## src/rtl/pipe_hazard_unit.sv

```systemverilog
// -----------------------------------------------------------------------------
// pipe_hazard_unit
//
// Hazard / forwarding controller for the in-order pipeline. Keeps a shifting
// history of the destination registers of the FWD_DEPTH instructions that are
// past decode (entry 0 = EX, entry 1 = MEM, ...). From that history it drives:
//   - operand forwarding selects for the decode instruction's two sources,
//   - load-use stall with bubble insertion into ID/EX,
//   - condition-flag forwarding from the instruction currently in EX,
//   - IF/ID flush when a decode-stage branch resolves taken.
//
// Optional feature macro: PIPE_HAZARD_STATS_EN
//   defined   : stall_count / flush_count are saturating 32-bit event counters
//   undefined : both ports are tied to zero and no counter flops exist
//
// Ports:
//   clk                           rising-edge clock
//   reset                         asynchronous, active-low; clears all state
//   issue_valid                   decode stage holds a real instruction
//   issue_rd / issue_we           destination register and its write enable
//   issue_load                    decode instruction is a load
//   issue_rn / issue_rm           source registers
//   issue_rn_used / issue_rm_used source actually read
//   issue_set_flg / issue_use_flg instruction writes / reads NZCV
//   br_taken                      decode-stage branch resolved taken
//   ext_stall                     global freeze (memory wait)
//   fwd_a / fwd_b                 0 = register file, k = history entry k-1
//   fwd_flag                      take ALU flags combinationally from EX
//   stall_pc / stall_ifid         hold PC / hold IF/ID
//   bubble_idex                   load a NOP into ID/EX
//   flush_ifid                    clear IF/ID on the next edge
//   stall_count / flush_count     event counters (optional feature)
// -----------------------------------------------------------------------------
module pipe_hazard_unit #(
  parameter int REG_AW    = 5,
  parameter int FWD_DEPTH = 2,
  parameter int LOAD_LAT  = 1,
  parameter int ZERO_REG  = 31
) (
  input  logic              clk,
  input  logic              reset,
  input  logic              issue_valid,
  input  logic [REG_AW-1:0] issue_rd,
  input  logic              issue_we,
  input  logic              issue_load,
  input  logic [REG_AW-1:0] issue_rn,
  input  logic [REG_AW-1:0] issue_rm,
  input  logic              issue_rn_used,
  input  logic              issue_rm_used,
  input  logic              issue_set_flg,
  input  logic              issue_use_flg,
  input  logic              br_taken,
  input  logic              ext_stall,
  output logic [2:0]        fwd_a,
  output logic [2:0]        fwd_b,
  output logic              fwd_flag,
  output logic              stall_pc,
  output logic              stall_ifid,
  output logic              bubble_idex,
  output logic              flush_ifid,
  output logic [31:0]       stall_count,
  output logic [31:0]       flush_count
);

  // cnt never exceeds LOAD_LAT < FWD_DEPTH <= 7, so three bits always suffice.
  localparam int CNT_W = 3;
  localparam logic [REG_AW-1:0] ZERO_RD = REG_AW'(ZERO_REG);

  typedef struct packed {
    logic              valid;
    logic [REG_AW-1:0] rd;
    logic              we;
    logic              set_flg;
    logic [CNT_W-1:0]  cnt;      // cycles until the result is forwardable
  } entry_t;

  entry_t hist [FWD_DEPTH];
  entry_t new_entry;

  logic [2:0] sel_a, sel_b;
  logic       haz_a, haz_b;
  logic       hazard;
  logic       flush_int;

  // A history entry supplies a source when it is a live register write to
  // that register; the zero register never carries a dependency.
  function automatic logic src_hit(entry_t e, logic [REG_AW-1:0] src,
                                   logic used, logic valid);
    return valid && used && e.valid && e.we && (e.rd == src) && (src != ZERO_RD);
  endfunction

  // Moving one stage down the history brings a pending load one cycle closer.
  function automatic entry_t age(entry_t e);
    entry_t r;
    r = e;
    if (r.cnt != '0) r.cnt = r.cnt - CNT_W'(1);
    return r;
  endfunction

  // ---------------------------------------------------------------------------
  // Source matching. Scanning oldest to youngest lets the youngest producer
  // overwrite older ones, so the most recent write of a register wins.
  // ---------------------------------------------------------------------------
  always_comb begin
    // NOTE: every always_comb output gets a default first; a path that leaves
    // one unassigned would infer a latch.
    sel_a = '0;
    sel_b = '0;
    haz_a = 1'b0;
    haz_b = 1'b0;
    for (int k = FWD_DEPTH - 1; k >= 0; k--) begin
      if (src_hit(hist[k], issue_rn, issue_rn_used, issue_valid)) begin
        sel_a = 3'(k + 1);
        haz_a = (hist[k].cnt != '0);
      end
      if (src_hit(hist[k], issue_rm, issue_rm_used, issue_valid)) begin
        sel_b = 3'(k + 1);
        haz_b = (hist[k].cnt != '0);
      end
    end
  end

  assign hazard    = haz_a | haz_b;
  assign flush_int = br_taken & issue_valid & ~hazard & ~ext_stall;

  // Entry 0 takes the decode instruction, or a bubble when it cannot issue.
  always_comb begin
    new_entry = '0;
    if (issue_valid && !hazard) begin
      new_entry.valid   = 1'b1;
      new_entry.rd      = issue_rd;
      new_entry.we      = issue_we;
      new_entry.set_flg = issue_set_flg;
      new_entry.cnt     = issue_load ? CNT_W'(LOAD_LAT) : '0;
    end
  end

  // ---------------------------------------------------------------------------
  // History shift register, frozen while the whole pipeline is stalled.
  // ---------------------------------------------------------------------------
  always_ff @(posedge clk or negedge reset) begin
    if (!reset) begin
      // NOTE: the history is a handful of control flops, not a RAM, so it is
      // reset in full; a stale valid bit would forward garbage after reset.
      for (int k = 0; k < FWD_DEPTH; k++) hist[k] <= '0;
    end else if (!ext_stall) begin
      // NOTE: non-blocking assignments let every stage read its neighbour's
      // old value, which is exactly the shift; blocking would collapse it.
      hist[0] <= new_entry;
      for (int k = 1; k < FWD_DEPTH; k++) hist[k] <= age(hist[k-1]);
    end
  end

  // ---------------------------------------------------------------------------
  // Outputs. Stall and flush are gated by reset so that asserting reset
  // silences them at once, whatever the decode-side inputs are doing.
  // ---------------------------------------------------------------------------
  assign fwd_a       = sel_a;
  assign fwd_b       = sel_b;
  // Only the instruction in EX has flags not yet in the flag register.
  assign fwd_flag    = issue_use_flg & hist[0].valid & hist[0].set_flg;
  assign stall_pc    = reset & (hazard | ext_stall);
  assign stall_ifid  = reset & (hazard | ext_stall);
  assign bubble_idex = reset & hazard & ~ext_stall;
  assign flush_ifid  = reset & flush_int;

`ifdef PIPE_HAZARD_STATS_EN
  logic [31:0] stall_cnt_q;
  logic [31:0] flush_cnt_q;

  always_ff @(posedge clk or negedge reset) begin
    if (!reset) begin
      stall_cnt_q <= '0;
      flush_cnt_q <= '0;
    end else begin
      if (hazard && !ext_stall && (stall_cnt_q != '1)) stall_cnt_q <= stall_cnt_q + 32'd1;
      if (flush_int && (flush_cnt_q != '1))            flush_cnt_q <= flush_cnt_q + 32'd1;
    end
  end

  assign stall_count = stall_cnt_q;
  assign flush_count = flush_cnt_q;
`else
  assign stall_count = '0;
  assign flush_count = '0;
`endif

endmodule

```

## config.mk

```make
export PLATFORM = sky130hd
export DESIGN_NAME = pipe_hazard_unit
export DESIGN_NICKNAME = d
export VERILOG_FILES = /design/src/rtl/pipe_hazard_unit.sv
export SDC_FILE = /design/constraint.sdc
export NUM_CORES = 1
export LEC_CHECK = 0
export ABC_AREA = 0
export CAP_MARGIN = 20
export CORE_MARGIN = 2
export CORE_UTILIZATION = 33
export DETAILED_ROUTE_END_ITERATION = 16
export GPL_ROUTABILITY_DRIVEN = 0
export PLACE_DENSITY = 0.85
export SLEW_MARGIN = 15
export SYNTH_ARGS = -nofsm -noshare
export SYNTH_HDL_FRONTEND = slang
export SYNTH_SLANG_ARGS = --single-unit
```

## constraint.sdc

```tcl
create_clock -name clk -period 1.89 [get_ports clk]
set_input_delay 0.378 -clock clk [delete_from_list [all_inputs] [get_ports clk]]
set_output_delay 0.378 -clock clk [all_outputs]
set_load 0.02 [all_outputs]
```

# Yosys cells after proc, flatten, opt, wreduce, memory -nomap -nowiden
# Index checks and enable logic that the tools add are counted.
[classes]
n_addsub = 1
eq_ne = 6
n_mux = 11
bitwise_logic = 13
reduce_logical = 22
[op_table]
columns = ["op", "count"]
rows = [
  ["5-bit == test", 4],
  ["1-bit logical AND", 19],
  ["11-bit 2-to-1 mux", 1],
  ["5-bit != test (second input constant)", 2],
  ["1-bit bitwise AND", 9],
  ["2-bit 2-to-1 mux", 3],
  ["3-bit 2-to-1 mux", 2],
  ["3-bit nonzero test", 2],
  ["1-bit 2-to-1 mux", 5],
  ["3-bit by 1-bit subtractor with 3-bit output (second input constant)", 1],
  ["1-bit inverter", 2],
  ["1-bit OR", 2],
  ["1-bit logical NOT", 1],
]
[totals]
register_bits = 21
inputBits = 26
output_inout_bits = 75
word_cells = 62

# Depth between registers and ports, before layout
[logic_depth]
word_depth = 12
depth_mapped = 6

# Worst setup path before layout
# OpenSTA, ideal clock, no wires.
[synth_timing]
path_type = "reg-to-output"
startpoint = "register hist[20] in the netlist's numbering"
endpoint = "output port stall_pc"
arrival_ns = 1.668
t_required_ns = 1.512
slack_ns = -0.156
stages_incl_launch_ff = 7
n_path_buf = 1
path_cell_list = "dfrtp_1 xor2_1 nor4_2 nand4_2 a21boi_2 o21a_1 buf_4"
[synth_between]
elab_chain_cells = 7
[synth_lines]
columns = ["item", "line_no", "source"]
rows = [
  ["from (decl)", "77", "entry_t hist [FWD_DEPTH];"],
  ["5-bit == test", "89", "return valid && used && e.valid && e.we && (e.rd == src) && (src != ZERO_RD);"],
  ["1-bit logical AND (2 in series)", "89", ""],
  ["1-bit 2-to-1 mux (on tied branches)", "112, 116", ""],
  ["1-bit OR (*)", "123", "assign hazard = haz_a | haz_b;"],
  ["1-bit OR (*)", "-", ""],
  ["1-bit bitwise AND (*)", "-", ""],
  ["to (decl)", "57", "output logic stall_pc,"],
]
# Mark *: on every way between the ends. The rest lies on a longest branch, timed or not.

# Final worst setup path
[layout_timing]
startpoint = "register hist[19] in the netlist's numbering"
endpoint = "output port bubble_idex"
[layout_between]
elab_chain_cells = 7
[layout_lines]
columns = ["item", "line_no", "source"]
rows = [
  ["5-bit == test", "89", ""],
  ["1-bit logical AND (2 in series)", "89", ""],
  ["1-bit 2-to-1 mux (on tied branches)", "112, 116", ""],
  ["1-bit OR (*)", "123", ""],
  ["1-bit bitwise AND (*) (2 in series)", "164", "assign bubble_idex = reset & hazard & ~ext_stall;"],
  ["to (decl)", "59", "output logic bubble_idex,"],
]
# Marks and branches as above.

==> metrics.cfg <==
[finish]
largest_reg_flops=16
nNetsFinal=256
antenna_cells=0
nFillCells=432
multi_input_area_um2=910
register_area_um2=400
utilization_pct=46.5
largest-register=hist
drive_above_1_share_pct=29.3
top_regs=hist x16
syn_to_final_growth_pct=34.3

[pwr]
p_leak_nw=1.02
peakVddDrop_mv=0.359
p_per_area_mw_per_mm2=579

[clock_tree]
htreeDepth=1
cts_made_buffers=3
clkTransAtPathRegs_ns=0.06
clkLatencyLatePin_ns=0.25
cts_tree=yes
ctsRootBufferMaster=clkbuf_8
cts_sinks=16
cts_buffer_depth=2

[critical_path]
path_cells=xor2_1 > nor4_2 > nand4_1 > buf_4 > a21boi_4 > and3b_1 > buf_6
r2r_cells=9
reg2reg_from=hist[16]
r2r_end=hist[20]
crit_path_max_incr_delay_ns=0.41
crit_arrival_ns=1.99
worstSetupPathType=flop to output port
r2r_setup_slack_ns=-0.19
cp_slowest_cell=dfrtp_1
crit_path_max_fanout=3
startpoint_type=flop
required_ns=1.51
cp-end-kind=output port

[yosys]
yosysWarnings=0
syn-cell-area_mm2=0.00152
yosysTopAreaCell=buf_4
async_reset_ff_share_pct=100
yosys-top-cells-area=buf_4 33%, dfrtp_1 26%, xnor2_1 5.8%, xor2_1 5.8%, mux2_2 5.2%
avgSynthCellArea_um2=9.36
synth_edf_count=0
seq_area_frac_synth_pct=26.4
ys_types=27
synthesis.instances=162
synth-seq-cells=16
ys.flop_type=dfrtp_1
synth.top_cell.area_share_pct=33.2

[grt]
grt_max_degree=27
grt_pass1_vias=1072
grtUsageTotal_pct=12.9
grt_first_pass_wirelength_um=5090
overflow=0
antenna_found_initial=0

[placement]
dp_hpwl_um=2660
port_buffers=34

[status]
failed_checks=negative setup slack
outcome=finished with violations

[detailed_routing]
dr.pass1.iters=4
antenna_left=0
num_vias=1162
wl_per_cell_um=12.0
drt_iter0_drc=11
wl_um=3380
drc=0
via_per_inst=4.14

[floorplan]
initial_core_util_pct=34.6
std_cell_rows=24
die_x_um=71.8
die_h_um=71.8
pin_count=101
die_area_mm2=0.00515
core_mm2=0.00438

[timing]
holdWs_ns=0.512
rsz0062_at_grt=yes
fmax_mhz=422
period_share_pct=125
final_max_slew_viol_count=0
finalHoldViolations=0
fin_ws_ns=-0.481
setup_viol=15
min_period_ns=2.37
clock-skew-final_ns=0.00143

[run]
cap_violations=0

[min_path]
min_path_type=primary input to async pin

==> worst max-delay path by stage <==
stage                     depth (start not counted)  slack [ns]           to   startpoint
final                                             7       -0.48  bubble_idex     hist[19]
after global routing                              7       -0.57  bubble_idex     hist[19]
after CTS                                         8       -0.52  bubble_idex     hist[16]
after detailed placement                          7       -1.15  bubble_idex  issue_rn[2]
after global placement                            7       -1.07  bubble_idex  issue_rn[2]
after floorplan                                   6       -0.05     stall_pc     hist[18]
==> timing repair <==
| item | 4_1_cts | 5_1_grt |
|---|---|---|
| gates resized for setup | 66 | 2 |
| endpoints found under the hold margin | 0 | 0 |
| setup buffers | 7 | 2 |
| hold buffers | 0 | 0 |
| setup endpoints to repair | 18 | 17 |
| cloned | 0 | 0 |
| pin swaps | 8 | 2 |
==> Yosys cell counts, drive strengths merged (2+ instances only) <==
| library cell | count |
|---|---|
| a221o | 7 |
| nor3b | 7 |
| and3 | 5 |
| xor2 | 10 |
| mux2 | 7 |
| clkbuf | 3 |
| xnor2 | 10 |
| a31oi | 2 |
| inv | 2 |
| nor3 | 4 |
| nor4 | 2 |
| nand2 | 6 |
| dfrtp | 16 |
| nand4 | 4 |
| o21ai | 2 |
| buf | 67 |
==> per-layer routing <==
layer	part of all wire [%]	vias up	global-route usage, %
li1	-	552	-
met1	41	542	15.8
met2	50	66	22.9
met3	8.6	2	2.81
met4	0.41	0	3.56
met5	0	-	0
==> cell type report <==
| cell class | instances | area share (%) |
|---|---|---|
| clock buffer | 4 | 2.70 |
| inverter | 2 | 0.369 |
| multi-input combinational | 139 | 44.7 |
| sequential | 16 | 19.7 |
| tap | 52 | 3.19 |
| timing repair buffer | 68 | 29.4 |
==> stage by stage <==
step	instances	worst slack, ns	area (µm²)	setup TNS (ns)	total power, mW
finish	281	-0.481	2040	-4.64	1.18
global route	281	-0.574	2040	-5.76	1.25
CTS	279	-0.517	2010	-4.54	1.18
detailed placement	268	-1.15	1840	-11.75	0.856
global placement	268	-1.07	1840	-10.27	0.838
floorplan	227	-0.0517	1770	-0.0517	0.794
==> kinds of logic after synthesis <==
| group | share of synthesized area (%) |
|---|---|
| AOI/OAI and AO/OA | 7.34 |
| xor gates and xnor gates | 11.6 |
| buffers and inverters | 34.4 |
| DFF | 26.4 |
| muxes | 5.20 |
| other | 0.247 |
| and+or+nand+nor | 14.9 |
==> layout by cell type (no fill, tap or decap), types with 2 or more instances in the layout <==
cell type / netlist / final
inv_2: 2 / 2
nor3_1: 3 / 3
mux2_2: 7 / 7
xnor2_1: 10 / 10
dfrtp_1: 16 / 16
nor3b_1: 7 / 7
buf_6: 0 / 9
clkbuf_8: 0 / 4
dlygate4sd2_1: 0 / 8
and3_1: 5 / 3
a221o_1: 7 / 7
xor2_1: 10 / 9
nand4_1: 3 / 3
and3_4: 0 / 2
o21ai_1: 2 / 2
nand2_1: 6 / 6
conb_1: 1 / 66
buf_4: 67 / 32
clkdlybuf4s50_1: 0 / 17
==> where the power goes <==
| group | internal [mW] | switching [mW] |
|---|---|---|
| Combinational | 0.196 | 0.253 |
| Sequential | 0.387 | 0.0441 |
| Clock | 0.185 | 0.114 |
==> critical path: cells and delay by family, from the launching register on <==
| kind | cells | cell delay [ns] |
|---|---|---|
| AOI/OAI and AO/OA | 1 | 0.15 |
| xor gates and xnor gates | 1 | 0.19 |
| buffers and inverters | 2 | 0.30 |
| DFF | 1 | 0.41 |
| and+or+nand+nor | 3 | 0.69 |
Note: power is estimated with default switching activity, not from simulation.
